**src/rtl/ram_fifo_wxd.sv**
```systemverilog
// ram_fifo_wxd: first-word-fall-through FIFO on a distributed RAM.
// Level-based status flags, sticky overflow/underflow error flags.
module ram_fifo_wxd #(
    parameter int DATA_WIDTH   = 16,
    parameter int DATA_DEPTH   = 4,
    parameter int AFULL_LEVEL  = (1 << DATA_DEPTH) - 2,
    parameter int AEMPTY_LEVEL = 2
) (
    input  logic                  clk,
    input  logic                  rst,
    input  logic                  we,
    input  logic [DATA_WIDTH-1:0] din,
    input  logic                  re,
    output logic [DATA_WIDTH-1:0] dout,
    output logic [DATA_DEPTH:0]   level,
    output logic                  full,
    output logic                  empty,
    output logic                  afull,
    output logic                  aempty,
    output logic                  ovfl,
    output logic                  unfl,
    input  logic                  clr_err
);

    localparam int N = 1 << DATA_DEPTH;
    localparam logic [DATA_DEPTH:0] LVL_FULL = (DATA_DEPTH+1)'(N);
    localparam logic [DATA_DEPTH:0] LVL_AF   = (DATA_DEPTH+1)'(AFULL_LEVEL);
    localparam logic [DATA_DEPTH:0] LVL_AE   = (DATA_DEPTH+1)'(AEMPTY_LEVEL);

    logic [DATA_WIDTH-1:0] mem [N];

    logic [DATA_DEPTH-1:0] wr_ptr_q, wr_ptr_d;
    logic [DATA_DEPTH-1:0] rd_ptr_q, rd_ptr_d;
    logic [DATA_DEPTH:0]   level_q, level_d;
    logic                  ovfl_q, ovfl_d;
    logic                  unfl_q, unfl_d;
    logic                  rd_ok, wr_ok;

    // Flags come only from the registered level, never from pointers.
    assign empty  = (level_q == '0);
    assign full   = (level_q == LVL_FULL);
    assign afull  = (level_q >= LVL_AF);
    assign aempty = (level_q <= LVL_AE);
    assign level  = level_q;
    assign ovfl   = ovfl_q;
    assign unfl   = unfl_q;

    // Asynchronous read port: head word falls through.
    assign dout = mem[rd_ptr_q];

    // A pop frees a slot, so a full FIFO may take a write on the same edge.
    assign rd_ok = re & ~empty;
    assign wr_ok = we & (~full | rd_ok);

    // Next-state for pointers, level and sticky error flags.
    always_comb begin
        wr_ptr_d = wr_ptr_q;
        rd_ptr_d = rd_ptr_q;
        level_d  = level_q;
        if (wr_ok) wr_ptr_d = wr_ptr_q + DATA_DEPTH'(1);
        if (rd_ok) rd_ptr_d = rd_ptr_q + DATA_DEPTH'(1);
        case ({wr_ok, rd_ok})
            2'b10:   level_d = level_q + 1'b1;
            2'b01:   level_d = level_q - 1'b1;
            default: level_d = level_q;
        endcase
        // A new error event beats a simultaneous clear.
        ovfl_d = (we & ~wr_ok) | (ovfl_q & ~clr_err);
        unfl_d = (re & empty)  | (unfl_q & ~clr_err);
    end

    // Control state register with synchronous reset.
    always_ff @(posedge clk) begin
        if (rst) begin
            wr_ptr_q <= '0;
            rd_ptr_q <= '0;
            level_q  <= '0;
            ovfl_q   <= 1'b0;
            unfl_q   <= 1'b0;
        end else begin
            wr_ptr_q <= wr_ptr_d;
            rd_ptr_q <= rd_ptr_d;
            level_q  <= level_d;
            ovfl_q   <= ovfl_d;
            unfl_q   <= unfl_d;
        end
    end

    // RAM write port; contents are not reset, writes blocked during reset.
    always_ff @(posedge clk) begin
        if (!rst && wr_ok) mem[wr_ptr_q] <= din;
    end

endmodule

```
**config.mk**
```make
export PLATFORM = sky130hd
export DESIGN_NAME = ram_fifo_wxd
export DESIGN_NICKNAME = d
export VERILOG_FILES = /design/src/rtl/ram_fifo_wxd.sv
export SDC_FILE = /design/constraint.sdc
export NUM_CORES = 1
export LEC_CHECK = 0
export CAP_MARGIN = 20
export CORE_MARGIN = 10
export CORE_UTILIZATION = 61
export DETAILED_ROUTE_END_ITERATION = 7
export PLACE_DENSITY = 0.88
export SETUP_SLACK_MARGIN = 0.02
export SLEW_MARGIN = 0
export SYNTH_ARGS = -nofsm -noshare
export SYNTH_HDL_FRONTEND = slang
export SYNTH_SLANG_ARGS = --single-unit
```
**constraint.sdc**
```tcl
create_clock -name clk -period 7.8 [get_ports clk]
set_clock_uncertainty 0.05 [all_clocks]
set_input_delay 1.56 -clock clk [delete_from_list [all_inputs] [get_ports clk]]
set_output_delay 1.56 -clock clk [all_outputs]
set_load 0.03 [all_outputs]
```
==> results of run 1 <==
-- path summary, 6_finish.rpt --
kind	end	slack, ns	cells after the start
max	dout[2]	2.68	5
min	ovfl$_SDFF_PP0_	0.46	2
max reg2reg	level[4]$_SDFFE_PP0P_	4.78	7
min reg2reg	ovfl$_SDFF_PP0_	0.46	2
-- flip-flops by register name, summed over array words and instances (netlist names), named ones only --
signal,cells
wr_ptr_q,4
rd_ptr_q,4
mem,256
level,5
ovfl,1
unfl,1
-- metal layers --
metal	routed length (um)	vias up	track usage
met5	0	-	0
met4	775	0	0.0697
met3	2230	69	0.0392
met2	12200	338	0.345
met1	8810	2782	0.263
li1	-	2334	-
-- kinds of logic (layout without fill, tap and decap cells) --
family / after synthesis / after routing / synth area share
flip-flops: 275 / 275 / 0.756
buffers and inverters: 36 / 129 / 0.0142
AO/OA/AOI/OAI: 55 / 55 / 0.0377
AND/OR/NAND/NOR: 85 / 85 / 0.0363
XOR/XNOR: 6 / 6 / 0.00492
adder cells (fa/ha/maj): 9 / 9 / 0.0113
multiplexers: 69 / 69 / 0.140
-- through the flow --
stage               worst slack [ns]  total power, uW  instances
floorplan                       3.94             2390        535
detailed placement              3.16             2640        801
finish                          2.68             3800        853
CTS                             2.55             3820        849
global route                    2.39             3940        853
global placement                3.20             2610        801
-- cells in the final DEF, fill, tap and decap left out, drive strengths merged, types with 4 or more instances in the layout --
cell / instances
o21ai: 5
inv: 10
nor3: 4
dfxtp: 19
clkinv: 11
a21oi: 4
xor2: 4
nand2: 22
buf: 25
nor2b: 6
nor2: 34
clkdlybuf4s50: 47
ha: 8
a22oi: 32
mux4: 64
o21a: 4
nand3: 6
mux2i: 4
clkbuf: 34
edfxtp: 256
-- critical path, delay by kind of cell (launching register included) --
family | cells | cell delay (ns)
AO/OA/AOI/OAI | 1 | 0.24
buffers and inverters | 2 | 1.16
flip-flops | 1 | 0.90
multiplexers | 1 | 0.58
AND/OR/NAND/NOR | 1 | 0.09
-- power groups by stage --
stage                     clock network [uW]  logic (uW)  registers [uW]
after detailed placement                   0         861            1780
final                                   1180         873            1750
after CTS                               1180         881            1750
after global routing                    1250         930            1760
after global placement                     0         832            1780
after floorplan                            0         661            1730
-- final cells by class --
class / instances / area, um2
inverter: 9 / 33.8
sequential: 275 / 8070
multi-input combinational: 224 / 2460
tap: 225 / 282
timing repair buffer: 72 / 673
clock buffer: 34 / 702
fill: 960 / 4930
clock inverter: 14 / 90.1
==> flow_summary.toml, run 1 <==
[timing]
final_hold_viol_count = 0
hold_slack_ns = 0.458
grt_setup_unrepaired = "no"
setup_viol = 0
period_minus_slack_ns = 5.12
maxSlewViolCount = 0
fmax_mhz = 195
maxSlewHeadroom = 0.301
tightest_slew_ns = 1.05
post-route-period-util = 0.656
finalSetupTns_ns = 0

[detailed_routing]
antenna_left = 0
drtPass1Iterations = 5
num_vias = 5523
route.detailed.drc = 0
wl_per_cell_um = 28.2
vias_per_cell = 6.47
drtIter0Drc = 740
wl_mm = 24.0

[yosys]
synth.avg_cell_area_um2 = 20.0
syn_inst = 535
syn_nets = 565
netlist_area_um2 = 10700
yosys-top-cells-count = "edfxtp_1, mux4_2, nor2_1"
ys_top_cells_by_area = "edfxtp_1, mux4_2, dfxtp_1, a22oi_1, nor2_1"
yosysTopAreaCellShare = 0.720
yosysMostFrequentCell = "edfxtp_1"
yosysSeqAreaShare = 0.756
synth_seq_cells = 275
async_flop_share = 0
synth_enable_flop_cells = 256
yosys.area.top_type = "edfxtp_1"
ys_warn_count = 0
ys_types = 41
synth_ff_type = "edfxtp_1"

[setup_path]
worstReg2RegStart = "level[1]$_SDFFE_PP0P_"
crit_arrival_ns = 3.51
slowest_delay_ns = 0.90
worstPathCellList = "buf_4 -> mux4_2 -> a22oi_1 -> nand2_1 -> clkdlybuf4s50_1"
start_kind = "flip-flop"
cp.required_ns = 6.19
cp_slowest_cell = "dfxtp_4"
critPathMaxFanout = 41
endpoint_kind = "primary output"
worst-setup-path-type = "flip-flop to primary output"

[finish]
synthToLayoutAreaGrowth_pct = 15.3
nets = 638
post-route-util = 0.714
n_antenna_cell = 0
finalInstanceArea_um2 = 12300
drive_gt1_frac = 0.207

[status]
status = "finished clean"

[flow_run]
cap_violations = 0

[power_and_ir_drop]
switching_share = 0.275
pwr-share-clk = 0.310
sequentialPowerShare = 0.460
leakage_uw = 0.00396
combinationalPowerShare = 0.230
power_per_cell_area_nw_per_um2 = 308
internal_power_uw = 2750
worst_ir_drop_vdd_v = 0.000250
switching_power_uw = 1040

[floorplan]
num_io_pins = 48
dieArea_um2 = 23200
rows = 48
core_area_um2 = 17200
die-width_um = 152
dieHeight_um = 152
start_util = 0.619

[clocking]
clk_latency_ns = 0.52
cts_made_buffers = 26
hold_buffers = 0
cts_sinks = 275
cts.repair.resized = 0
htreeDepth = 1
clockRootBuffer = "clkbuf_16"
clk_path_buf_depth = 3
clk_pin_slew_worst_paths_ns = 0.06
cts_tree = "built"
postCtsSetupRepairBufs = 0

[global_routing]
grt_max_degree = 65
grt_pass1_vias = 5852
grt_pass1_wl_mm = 36.6
grt.total_usage = 0.205
grt_overflow_total = 0
antenna_found_initial = 0

[placement]
gp_congestion = 0.783
dp_hpwl_mm = 13.1
placed_area_um2 = 11500
port_buffers = 47

[worst_hold_path]
holdCritStartpoint = "ovfl$_SDFF_PP0_"
hold_path.class = "flip-flop to flip-flop"
(Power assumes the default switching activity.)
==> run 2: changes to the inputs <==
CORE_UTILIZATION = 60   (was 61)
PLACE_DENSITY = 0.87   (was 0.88)
clock period = 5.4 ns   (was 7.8 ns; I/O delays follow)
==> run 2 against run 1 <==
Non-clock buffer count rose by 1. First-iteration DRC count fell by 26%. Global-route usage fell by 0.94 points. Flip-flop and latch count did not move. Power rose by 45%. Core utilization fell by 0.47 points. Critical endpoint is now dout[6].
==> flow_summary.toml, run 2 (synthesized netlist as in run 1, its figures left out) <==
[worst_hold_path]
min_path_cells = 2
holdCritStartpoint = "ovfl$_SDFF_PP0_"
min_to = "ovfl$_SDFF_PP0_"
hold_path.class = "flip-flop to flip-flop"

[setup_path]
rrSetupSlack_ns = 2.46
start_kind = "flip-flop"
worstReg2RegStart = "level[1]$_SDFFE_PP0P_"
cp.required_ns = 4.27
critPathMaxFanout = 33
worst-setup-path-type = "flip-flop to primary output"
worstReg2RegEnd = "level[4]$_SDFFE_PP0P_"
reg2regPathDepth = 7
endpoint_kind = "primary output"
crit_arrival_ns = 3.20

[detailed_routing]
route.detailed.drc = 0
antenna_left = 0
wl_mm = 23.2
wl_per_cell_um = 27.2
route.met2.wl_mm = 12.4
drtIter0Drc = 549
vias_per_cell = 6.46
dr.max_layer_used = "met4"
drtPass1Iterations = 5
num_vias = 5511
wl_met1_mm = 8.28
wl_met3_mm = 1.75

[placement]
dp_hpwl_mm = 13.5
port_buffers = 47
placed_cells = 806
preCtsSetupSlack_ns = 1.44
gp_congestion = 0.785

[timing]
post-route-period-util = 0.802
maxSlewHeadroom = 0.274
final_hold_viol_count = 0
period_minus_slack_ns = 4.33
maxSlewViolCount = 0
setup_viol = 0
grt_setup_unrepaired = "no"
fmax_mhz = 231
finalSetupTns_ns = 0
worst_slack_ns = 1.07
tightest_slew_ns = 1.08

[clocking]
postCtsSetupRepairBufs = 0
hold_buffers = 0
cts_tree = "built"
clk_path_buf_depth = 3
htreeDepth = 1
cts_sinks = 275
clk_pin_slew_worst_paths_ns = 0.06
cts.repair.resized = 0
clockRootBuffer = "clkbuf_16"
cts_made_buffers = 27
clk_latency_ns = 0.52

[global_routing]
grt_overflow_total = 0
antenna_found_initial = 0
grt_max_degree = 34
grt_pass1_wl_mm = 35.3
grt.total_usage = 0.196
grt_pass1_vias = 5887

[power_and_ir_drop]
switching_power_uw = 1520
internal_power_uw = 3980
switching_share = 0.276
sequentialPowerShare = 0.460
combinationalPowerShare = 0.231
leakage_uw = 0.00397
p_total_uw = 5490
pwr-share-clk = 0.309
worst_ir_drop_vdd_v = 0.000372
power_per_cell_area_nw_per_um2 = 446

[floorplan]
core_area_um2 = 17400
dieArea_um2 = 23500
dieHeight_um = 153
num_io_pins = 48
die-width_um = 153
rows = 48
start_util = 0.615

[finish]
seq_area_um2 = 8070
stdcell_count = 853
largest_reg_flops = 256
largest-register = "mem"
final_cell_mix = "edfxtp_1, mux4_2, clkdlybuf4s50_1, nor2_1, a22oi_1"
multi_input_area_um2 = 2460
nets = 640
drive_gt1_frac = 0.212
synthToLayoutAreaGrowth_pct = 15.3
n_fill_cell = 975
final_common_cell = "edfxtp_1"
n_antenna_cell = 0

[status]
status = "finished clean"

[flow_run]
cap_violations = 0
==> run 2: changes by cell type in the layout (fill, tap and decap cells not counted) <==
cell	previous run	this run
clkbuf_1	7	4
buf_12	0	1
buf_4	21	25
clkinv_4	0	1
clkinvlp_2	1	0
buf_6	4	0
clkinv_2	4	7
inv_6	1	0
==> run 2: critical path, stage by stage (launching register included) <==
cell             delay [ns]
dfxtp_4                0.78
buf_12                 0.36
mux4_2                 0.55
a22oi_1                0.23
nand2_1                0.09
clkdlybuf4s50_1        0.62
==> run 2: stage by stage <==
step                      cell area [um2]  hold slack (ns)   util
after floorplan                     10700            0.457      -
after global placement              11500            0.423  0.664
after detailed placement            11500            0.471  0.664
after CTS                           12300            0.482  0.709
after global routing                12300            0.541  0.709
final                               12300            0.482  0.709
==> run 2: worst max-delay path by stage <==
stage                                from               endpoint  slack [ns]  cells past startpoint
global placement                      rst   mem[3][14]$_DFFE_PP_        1.57                      4
floorplan           level[4]$_SDFFE_PP0P_                 aempty        2.02                      2
detailed placement                     re  mem[13][10]$_DFFE_PP_        1.44                      6
CTS                             flip-flop                dout[6]        1.00                      5
finish                          flip-flop                dout[6]        1.07                      5
global route                    flip-flop                dout[4]        0.88                      5
==> run 2: cell type report <==
class / count / area share
Inverter: 9 / 0.00274
Sequential cell: 275 / 0.656
Multi-Input combinational cell: 224 / 0.199
Clock inverter: 16 / 0.00813
Clock buffer: 31 / 0.0561
Timing Repair Buffer: 73 / 0.0551
Tap cell: 225 / 0.0229
==> run 2: power by group through the flow <==
stage          Combinational (uW)  Sequential [uW]  Clock [uW]
6_report                     1270             2530        1700
5_1_grt                      1350             2550        1800
4_1_cts                      1280             2530        1720
3_5_place_dp                 1270             2570           0
3_3_place_gp                 1230             2560           0
2_1_floorplan                 954             2490           0
==> run 2: per-layer routing <==
metal / global-route usage / vias to the layer above
met2: 0.351 / 269
met4: 0.0747 / 0
li1: - / 2336
met1: 0.230 / 2840
met3: 0.0340 / 66
met5: 0 / -
==> run 3: changes to the inputs <==
clock period = 4 ns   (was 5.4 ns; I/O delays follow)
==> run 3 against run 2 <==
Via count shrank 0.33%. Non-clock buffer count grew 13. Largest power group unchanged. Critical endpoint is now dout[3]. Worst hold slack lost 0.012 ns.
==> flow_summary.toml, run 3 (synthesized netlist as in run 1, its figures left out) <==
[flow_run]
cap_violations = 0

[timing]
grt_setup_unrepaired = "no"
maxSlewViolCount = 0
hold_slack_ns = 0.470
period_minus_slack_ns = 3.80
finalSetupTns_ns = 0
maxSlewHeadroom = 0.616
post-route-period-util = 0.949
fmax_mhz = 263
tightest_slew_ns = 0.574
final_hold_viol_count = 0
setup_viol = 0
worst_slack_ns = 0.203

[placement]
dp_hpwl_mm = 13.5
preCtsSetupSlack_ns = 0.624
port_buffers = 47
gp_congestion = 0.821

[floorplan]
rows = 48
core_area_um2 = 17400
num_io_pins = 48
dieHeight_um = 153
die-width_um = 153
start_util = 0.615
dieArea_um2 = 23500

[setup_path]
endpoint_kind = "primary output"
rrSetupSlack_ns = 1.10
slowest_delay_ns = 0.65
critPathMaxFanout = 21
cp.required_ns = 3.15
crit_arrival_ns = 2.95
worst-setup-path-type = "flip-flop to primary output"
worstPathCellList = "buf_12 -> mux4_2 -> a22oi_1 -> nand2_1 -> clkdlybuf4s50_1"
cp_slowest_cell = "dfxtp_4"
start_kind = "flip-flop"

[finish]
final_cell_mix = "edfxtp_1, mux4_2, clkdlybuf4s50_1, nor2_1, buf_4"
synthToLayoutAreaGrowth_pct = 16.6
n_antenna_cell = 0
drive_gt1_frac = 0.220
final_common_cell = "edfxtp_1"
nets = 653
largest-register = "mem"
largest_reg_flops = 256

[global_routing]
antenna_found_initial = 0
grt.total_usage = 0.193
grt_max_degree = 23
grt_pass1_vias = 5815
grt_overflow_total = 0
grt_pass1_wl_mm = 35.2

[clocking]
cts_sinks = 275
postCtsSetupRepairBufs = 0
cts_made_buffers = 27
cts.repair.resized = 0
clk_pin_slew_worst_paths_ns = 0.06
cts_tree = "built"
htreeDepth = 1
hold_buffers = 0
clk_path_buf_depth = 3
clk_latency_ns = 0.52
clockRootBuffer = "clkbuf_16"

[worst_hold_path]
hold_path.class = "flip-flop to flip-flop"

[status]
status = "finished clean"

[detailed_routing]
num_vias = 5493
antenna_left = 0
wl_per_cell_um = 26.3
vias_per_cell = 6.34
drtIter0Drc = 525
wl_mm = 22.8
drtPass1Iterations = 5
route.detailed.drc = 0

[power_and_ir_drop]
worst_ir_drop_vdd_v = 0.000401
power_per_cell_area_nw_per_um2 = 596
leakage_uw = 0.00404
-- run 3: cell count changes in the layout (fill, tap and decap cells not counted) --
cell and change:
buf_12 +4, buf_4 +9, clkbuf_1 +4, clkinv_1 +1, clkinv_2 -4, clkinv_4 -1
-- run 3: layout make-up --
class | instances | area (um2)
Fill cell | 970 | 4910
Clock inverter | 12 | 75.1
Tap cell | 225 | 282
Sequential cell | 275 | 8070
Multi-Input combinational cell | 224 | 2460
Inverter | 9 | 33.8
Timing Repair Buffer | 86 | 826
Clock buffer | 35 | 706
-- run 3: final timing paths --
path	start	endpoint	depth (start not counted)
setup / recovery	flip-flop	dout[3]	5
hold reg to reg	ovfl$_SDFF_PP0_	ovfl$_SDFF_PP0_	2
setup reg to reg	level[1]$_SDFFE_PP0P_	level[4]$_SDFFE_PP0P_	7
hold / removal	ovfl$_SDFF_PP0_	ovfl$_SDFF_PP0_	2
-- run 3: report_power, final --
part / leakage (uW) / internal (uW) / total, uW / switching (uW)
Combinational: 0.00119 / 896 / 1780 / 880
Sequential: 0.00246 / 3220 / 3370 / 153
Clock: 0.000381 / 1290 / 2270 / 976
Total: 0.00404 / 5410 / 7420 / 2010
-- run 3: critical path, delay by kind of cell (launching register included) --
kind | cells | cell delay, ns
AO/OA/AOI/OAI | 1 | 0.29
buffers and inverters | 2 | 0.85
flip-flops | 1 | 0.65
multiplexers | 1 | 0.53
AND/OR/NAND/NOR | 1 | 0.10
-- run 3: per-stage QoR --
step	total power, uW	std cells	area, um2	utilization
floorplan	4650	535	10700	-
global placement	5160	819	11700	0.672
detailed placement	5210	819	11700	0.672
CTS	7480	866	12500	0.717
global route	7710	866	12500	0.717
finish	7420	866	12500	0.717
-- run 3: layer usage --
layer	up-vias	GRT usage	wire (um)
met5	-	0	0
met4	0	0.0625	666
met3	39	0.0365	1720
met2	253	0.332	11900
met1	2842	0.243	8420
li1	2359	-	-
